**src/rtl/fetch_pkg.sv**
```systemverilog
// Shared types for the instruction-fetch stage: FSM state, IF/ID record, bubble encoding.
package fetch_pkg;

    localparam int unsigned FETCH_PC_W    = 16;
    localparam int unsigned FETCH_INSTR_W = 16;
    localparam logic [FETCH_INSTR_W-1:0] NOP_INSTR = 16'h0000;

    typedef enum logic {
        FETCH = 1'b0,
        HALT  = 1'b1
    } fetch_state_t;

    typedef struct packed {
        logic [FETCH_INSTR_W-1:0] instr;
        logic [FETCH_PC_W-1:0]    pc;
        logic [FETCH_PC_W-1:0]    next_pc;
        logic                     valid;
    } ifid_t;

endpackage

```
**src/rtl/fetch_skid_buffer.sv**
```systemverilog
// One-entry holding register for an IF/ID record captured while decode is stalled.
module fetch_skid_buffer
    import fetch_pkg::*;
#(
    parameter type entry_t = ifid_t
) (
    input  logic   clk,
    input  logic   rst,
    input  logic   load_i,
    input  entry_t data_i,
    input  logic   pop_i,
    input  logic   clear_i,
    output logic   full_o,
    output entry_t data_o
);

    entry_t data_q;
    logic   full_q;

    // clear beats load: a redirect or halt must never leave stale data behind
    always_ff @(posedge clk or negedge rst) begin
        if (!rst) begin
            data_q <= '0;
            full_q <= 1'b0;
        end else if (clear_i) begin
            full_q <= 1'b0;
        end else if (load_i) begin
            data_q <= data_i;
            full_q <= 1'b1;
        end else if (pop_i) begin
            full_q <= 1'b0;
        end
    end

    assign full_o = full_q;
    assign data_o = data_q;

endmodule

```
**src/rtl/fetch_stage.sv**
```systemverilog
// Instruction fetch + IF/ID register with skid buffer, redirect squash and halt.
// Optional `FETCH_PERF_CNT_EN adds saturating fetch/stall counters.
//   state | meaning
//   FETCH | PC owned here, requests issued whenever the skid buffer is empty
//   HALT  | end of program; no requests, bubbles only, left only by reset
module fetch_stage #(
    parameter int unsigned             PC_BITS    = 16,
    parameter int unsigned             INSTR_SIZE = 16,
    parameter int unsigned             JUMP_BITS  = 10,
    parameter logic [PC_BITS-1:0]      RESET_PC   = '0,
    parameter logic [INSTR_SIZE-1:0]   NOP_INSTR  = INSTR_SIZE'(fetch_pkg::NOP_INSTR)
) (
    input  logic                  clk,
    input  logic                  rst,
    output logic                  imem_req_o,
    output logic [PC_BITS-1:0]    imem_addr_o,
    input  logic                  imem_valid_i,
    input  logic [INSTR_SIZE-1:0] imem_rdata_i,
    input  logic                  stall_i,
    input  logic                  redirect_i,
    input  logic [JUMP_BITS-1:0]  redirect_addr_i,
    input  logic                  halt_i,
    output logic [INSTR_SIZE-1:0] instruction_o,
    output logic [PC_BITS-1:0]    pc_o,
    output logic [PC_BITS-1:0]    next_pc_o,
    output logic                  valid_o,
    output logic                  halted_o
`ifdef FETCH_PERF_CNT_EN
    ,
    output logic [31:0]           fetch_count_o,
    output logic [31:0]           stall_count_o
`endif
);
    import fetch_pkg::*;

    typedef struct packed {
        logic [INSTR_SIZE-1:0] instr;
        logic [PC_BITS-1:0]    pc;
        logic [PC_BITS-1:0]    next_pc;
        logic                  valid;
    } ifid_w_t;

    fetch_state_t       state_q;
    logic [PC_BITS-1:0] pc_q;
    logic [PC_BITS-1:0] tgt_q;
    logic               drop_q;
    ifid_w_t            ifid_q;

    logic               skid_full;
    ifid_w_t            skid_data;
    logic               skid_load;
    logic               skid_pop;
    logic               skid_clear;

    logic [PC_BITS-1:0] pc_inc;
    logic [PC_BITS-1:0] redir_pc;
    logic               accept;
    logic               take;
    logic               normal;
    ifid_w_t            fetched;
    ifid_w_t            bubble;

    assign pc_inc   = pc_q + 1'b1;
    assign redir_pc = PC_BITS'(redirect_addr_i);

    assign imem_req_o  = rst && (state_q == FETCH) && !skid_full;
    assign imem_addr_o = pc_q;

    // an ack while drop_q is set belongs to a squashed request
    assign accept = imem_req_o && imem_valid_i;
    assign take   = accept && !drop_q;
    assign normal = (state_q == FETCH) && !halt_i && !redirect_i;

    assign fetched = '{instr: imem_rdata_i, pc: pc_q, next_pc: pc_inc, valid: 1'b1};
    assign bubble  = '{instr: NOP_INSTR, pc: '0, next_pc: '0, valid: 1'b0};

    assign skid_load  = normal && stall_i && take;
    assign skid_pop   = normal && !stall_i && skid_full;
    assign skid_clear = (state_q == FETCH) && (halt_i || redirect_i);

    fetch_skid_buffer #(
        .entry_t (ifid_w_t)
    ) u_skid (
        .clk     (clk),
        .rst     (rst),
        .load_i  (skid_load),
        .data_i  (fetched),
        .pop_i   (skid_pop),
        .clear_i (skid_clear),
        .full_o  (skid_full),
        .data_o  (skid_data)
    );

    always_ff @(posedge clk or negedge rst) begin
        if (!rst) begin
            state_q <= FETCH;
            pc_q    <= RESET_PC;
            tgt_q   <= '0;
            drop_q  <= 1'b0;
            ifid_q  <= bubble;
        end else begin
            case (state_q)
                FETCH: begin
                    if (halt_i) begin
                        state_q <= HALT;
                        drop_q  <= 1'b0;
                        ifid_q  <= bubble;
                    end else if (redirect_i) begin
                        ifid_q <= bubble;
                        // keep the address stable until the in-flight request is acked
                        if (imem_req_o && !imem_valid_i) begin
                            drop_q <= 1'b1;
                            tgt_q  <= redir_pc;
                        end else begin
                            drop_q <= 1'b0;
                            pc_q   <= redir_pc;
                        end
                    end else begin
                        if (accept && drop_q) begin
                            drop_q <= 1'b0;
                            pc_q   <= tgt_q;
                        end else if (take) begin
                            pc_q <= pc_inc;
                        end
                        if (!stall_i) begin
                            if (skid_full)
                                ifid_q <= skid_data;
                            else if (take)
                                ifid_q <= fetched;
                            else
                                ifid_q <= bubble;
                        end
                    end
                end
                HALT: begin
                    ifid_q <= bubble;
                end
            endcase
        end
    end

    assign instruction_o = ifid_q.instr;
    assign pc_o          = ifid_q.pc;
    assign next_pc_o     = ifid_q.next_pc;
    assign valid_o       = ifid_q.valid;
    assign halted_o      = (state_q == HALT);

`ifdef FETCH_PERF_CNT_EN
    logic [31:0] fetch_cnt_q;
    logic [31:0] stall_cnt_q;
    logic        ifid_wr_valid;

    assign ifid_wr_valid = normal && !stall_i && (skid_full || take);

    always_ff @(posedge clk or negedge rst) begin
        if (!rst) begin
            fetch_cnt_q <= '0;
            stall_cnt_q <= '0;
        end else begin
            if (ifid_wr_valid && (fetch_cnt_q != 32'hFFFF_FFFF))
                fetch_cnt_q <= fetch_cnt_q + 32'd1;
            if (stall_i && (state_q == FETCH) && (stall_cnt_q != 32'hFFFF_FFFF))
                stall_cnt_q <= stall_cnt_q + 32'd1;
        end
    end

    assign fetch_count_o = fetch_cnt_q;
    assign stall_count_o = stall_cnt_q;
`endif

endmodule

```
**config.mk**
```make
export PLATFORM = sky130hd
export DESIGN_NAME = fetch_stage
export DESIGN_NICKNAME = d
export VERILOG_FILES = /design/src/rtl/fetch_pkg.sv /design/src/rtl/fetch_skid_buffer.sv /design/src/rtl/fetch_stage.sv
export SDC_FILE = /design/constraint.sdc
export NUM_CORES = 1
export LEC_CHECK = 0
export CORE_MARGIN = 2
export CORE_UTILIZATION = 50
export CTS_CLUSTER_DIAMETER = 80
export CTS_CLUSTER_SIZE = 16
export DETAILED_ROUTE_END_ITERATION = 10
export GPL_TIMING_DRIVEN = 0
export PLACE_DENSITY = 0.76
export SLEW_MARGIN = 40
export SYNTH_ARGS = -nofsm -noshare
export SYNTH_HDL_FRONTEND = slang
export SYNTH_SLANG_ARGS = --single-unit
```
**constraint.sdc**
```tcl
create_clock -name clk -period 3.71 [get_ports clk]
set_input_delay 0.742 -clock clk [delete_from_list [all_inputs] [get_ports clk]]
set_output_delay 0.742 -clock clk [all_outputs]
set_load 0.03 [all_outputs]
```
==> results of run 1 <==
==> final timing paths <==
kind,endpoint,start,cells past startpoint,slack (ps)
max,imem_req_o,rst,4,270
min,pc_o[0],rst,1,290
max reg2reg,imem_addr_o[6],imem_addr_o[0],6,1490
min reg2reg,pc_o[15],pc_o[15],2,470
max in group asynchronous,imem_addr_o[1],rst,2,2740
min in group clk,pc_o[15],pc_o[15],2,470
==> metrics by stage <==
step                worst slack (ps)  cell area [sq um]  hold slack (ps)
floorplan                       1458               5658            435.0
global placement               -3945               6814            451.5
detailed placement             263.8               6847            457.9
CTS                            247.3               7381            297.2
global route                   88.03               7381            316.0
finish                         265.3               7381            287.2
==> state kept, by name, summed over array words and instances, names as in the netlist, 10 cells and up <==
register / cells
imem_addr_o: 16
u_skid.data_o: 49
pc_o: 16
tgt_q: 10
instruction_o: 16
next_pc_o: 16
==> cells in the final DEF (no fill, tap or decap), types with 2 or more instances in the layout <==
cell type	n
nor2_1	21
o21ai_0	57
nand3_1	5
and2_1	2
a22oi_1	46
xor2_1	5
buf_1	4
buf_6	2
clkbuf_1	17
a21oi_1	18
clkdlybuf4s50_1	97
buf_4	5
nor3_2	3
nor3_1	3
nand4_1	2
nand2b_1	9
a211o_1	6
clkbuf_16	17
a2111oi_0	2
o21ai_1	14
a31oi_1	8
and3_1	7
nand2_1	162
nor2b_1	2
dfrtp_1	127
buf_2	14
inv_1	3
xnor2_1	9
clkinv_2	5
clkinvlp_4	7
mux2i_1	2
nor4_1	2
mux2_2	11
==> critical path, cell delays in order <==
cell and delay [ps]:
buf_8 400, buf_16 350, nor3b_2 410, clkdlybuf4s50_1 750
==> routing by layer <==
metal  track usage  vias to the layer above  share of wire  wire, microns
met2        0.4514                      201           0.51           7855
met1        0.3420                     2414           0.40           6205
met3       0.05761                       33          0.071           1094
met5             0                        -              0              0
li1              -                     2261              -              -
met4       0.08929                        0          0.017            266
==> cells by family (layout without fill, tap and decap cells) <==
| family | Yosys count | count (layout) |
|---|---|---|
| AO/OA/AOI/OAI | 155 | 155 |
| XOR/XNOR | 14 | 14 |
| adder cells (fa/ha/maj) | 1 | 1 |
| buffers and inverters | 46 | 177 |
| flip-flops | 127 | 127 |
| multiplexers | 13 | 13 |
| AND/OR/NAND/NOR | 230 | 230 |
==> synthesized netlist by cell type (all sizes together) <==
cell type and n:
nand2 162, dfrtp 127, o21ai 71, a22oi 46
buf 25, nor2 22, a21oi 18, clkbuf 18
mux2 11, nand2b 9, xnor2 9, a31oi 8
and3 7, a211o 6, nand3 6, nor3 6
xor2 5, inv 3, nand4 3, nor3b 3
or2 3, a2111oi 2, and2 2, mux2i 2
nor2b 2, nor4 2, or3 2, a21boi 1
a2bb2oi 1, ha 1, nand4bb 1, o221a 1
o311a 1
==> cell type report <==
class	count	area [sq um]
Clock buffer	18	439.2
Fill cell	877	3555
Clock inverter	14	95.09
Tap cell	140	175.2
Buffer	43	214.0
Sequential cell	127	3178
Timing Repair Buffer	99	1013
Multi-Input combinational cell	413	2255
Inverter	3	11.26
==> power by group through the flow <==
stage / logic [W] / clock network [W] / registers [W]
2_1_floorplan: 0.0000808 / 0 / 0.00148
3_3_place_gp: 0.000224 / 0 / 0.00147
3_5_place_dp: 0.000232 / 0 / 0.00147
4_1_cts: 0.000234 / 0.00149 / 0.00144
5_1_grt: 0.000253 / 0.00156 / 0.00144
6_report: 0.000235 / 0.00148 / 0.00144
==> flow_summary.ini, run 1 <==
[run_status]
status = finished clean

[die]
core_area_sq_um = 10940
pin_count = 99
die_height_microns = 110.4
dieArea_sq_um = 12180
initial_core_util = 0.5174
rows = 38
fp.dieW_microns = 110.4

[clock_network]
clk_latency_ps = 410
cts_tree = yes
cts_num_sinks = 127
numCtsBuffers = 17
postCtsHoldBufs = 0
postCtsResizedCells = 0
post_cts_buffers = 0
clockRootBuffer = clkbuf_16
htree_levels = 4
clockBufferDepth = 2
path_clk_slew_ps = 60

[global_routing]
grt_usage = 0.2669
grt.overflow.total = 0
antenna_found_initial = 0
grt_max_degree = 68
grt_pass1_wl_mm = 24.52
grt_pass1_vias = 4889

[hold_path]
holdCritPathClass = in2async

[setup_path]
critical_path.endpoint_type = primary output
arrival_ps = 2700
critical_path_class = in2out
worstPathRequired_ps = 2970
critPathLaunchType = input port
critPathMaxFanout = 67

[power]
p_comb_frac = 0.074
p_clk_frac = 0.469
switching_share = 0.2508
powerDensity_nw_per_um2 = 428.1
p_switching_w = 0.0007924
ir_drop_mv = 0.2973
p_leak_nw = 3.262
pwr-share-seq = 0.457
p_total_w = 0.003160
p_int_w = 0.002367

[synth]
synth.yosys.warnings = 0
synth_xor_area_frac = 0.02167
synthAdderAreaFrac = 0.002211
syn-num-nets = 619
synth-simple-area-share = 0.1816
seq_area_frac_synth = 0.5617
yosysTopAreaCell = dfrtp_1
yosysTopAreaCellShare = 0.5617
ys_ff_latch = 127
muxShareOfSynthArea = 0.02543
synth_compound_area_frac = 0.1676
ys_types = 47
synth_cells = 586
synth_area_sq_um = 5658
yosys-top-cells-area = dfrtp_1 56%, nand2_1 11%, a22oi_1 6.1%
synth_top_family_by_area = simple AND/OR/NAND/NOR gates
syn_area_per_cell_sq_um = 9.655

[detailed_routing]
finalWirelength_mm = 15.42
wl_per_cell_microns = 18.00
via_count = 4909
vias_per_cell = 5.728
drt_iter0_markers = 342
first_pass_iters = 7
drtAntennaViolNets = 0
drcViolationCount = 0

[sta]
finalHoldViolCount = 0
min_period_over_period = 0.9285
skew_ps = 5.072
tightest_slew_ps = 584.4
fmax_mhz = 290.3
maxSlewViolCount = 0
fin_crit_ps = 3445
rsz0062_at_grt = no
relSlewSlack = 0.6104
setup_viol = 0
finalSetupTns_ps = 0

[placed_design]
dp_cells = 825
portBuffers = 98
hpwl_mm = 10.82
gp_congestion = 0.9115

[finish]
synthToLayoutAreaGrowth_pct = 30.45
layout.cells.non_filler = 857
fin_util = 0.6749
n_antenna_cell = 0
nets = 737
drive_above_1_share = 0.1088

[flow_run]
cap_violations = 0
Note: power is estimated with default switching activity, not from simulation.
==> run 2, diff against run 1 <==
- CTS_BUF_LIST: unset -> sky130_fd_sc_hd__clkbuf_8 sky130_fd_sc_hd__clkbuf_16
==> results of run 2 <==
Same layout as run 1: the final DEF is identical, and so are final timing and power.
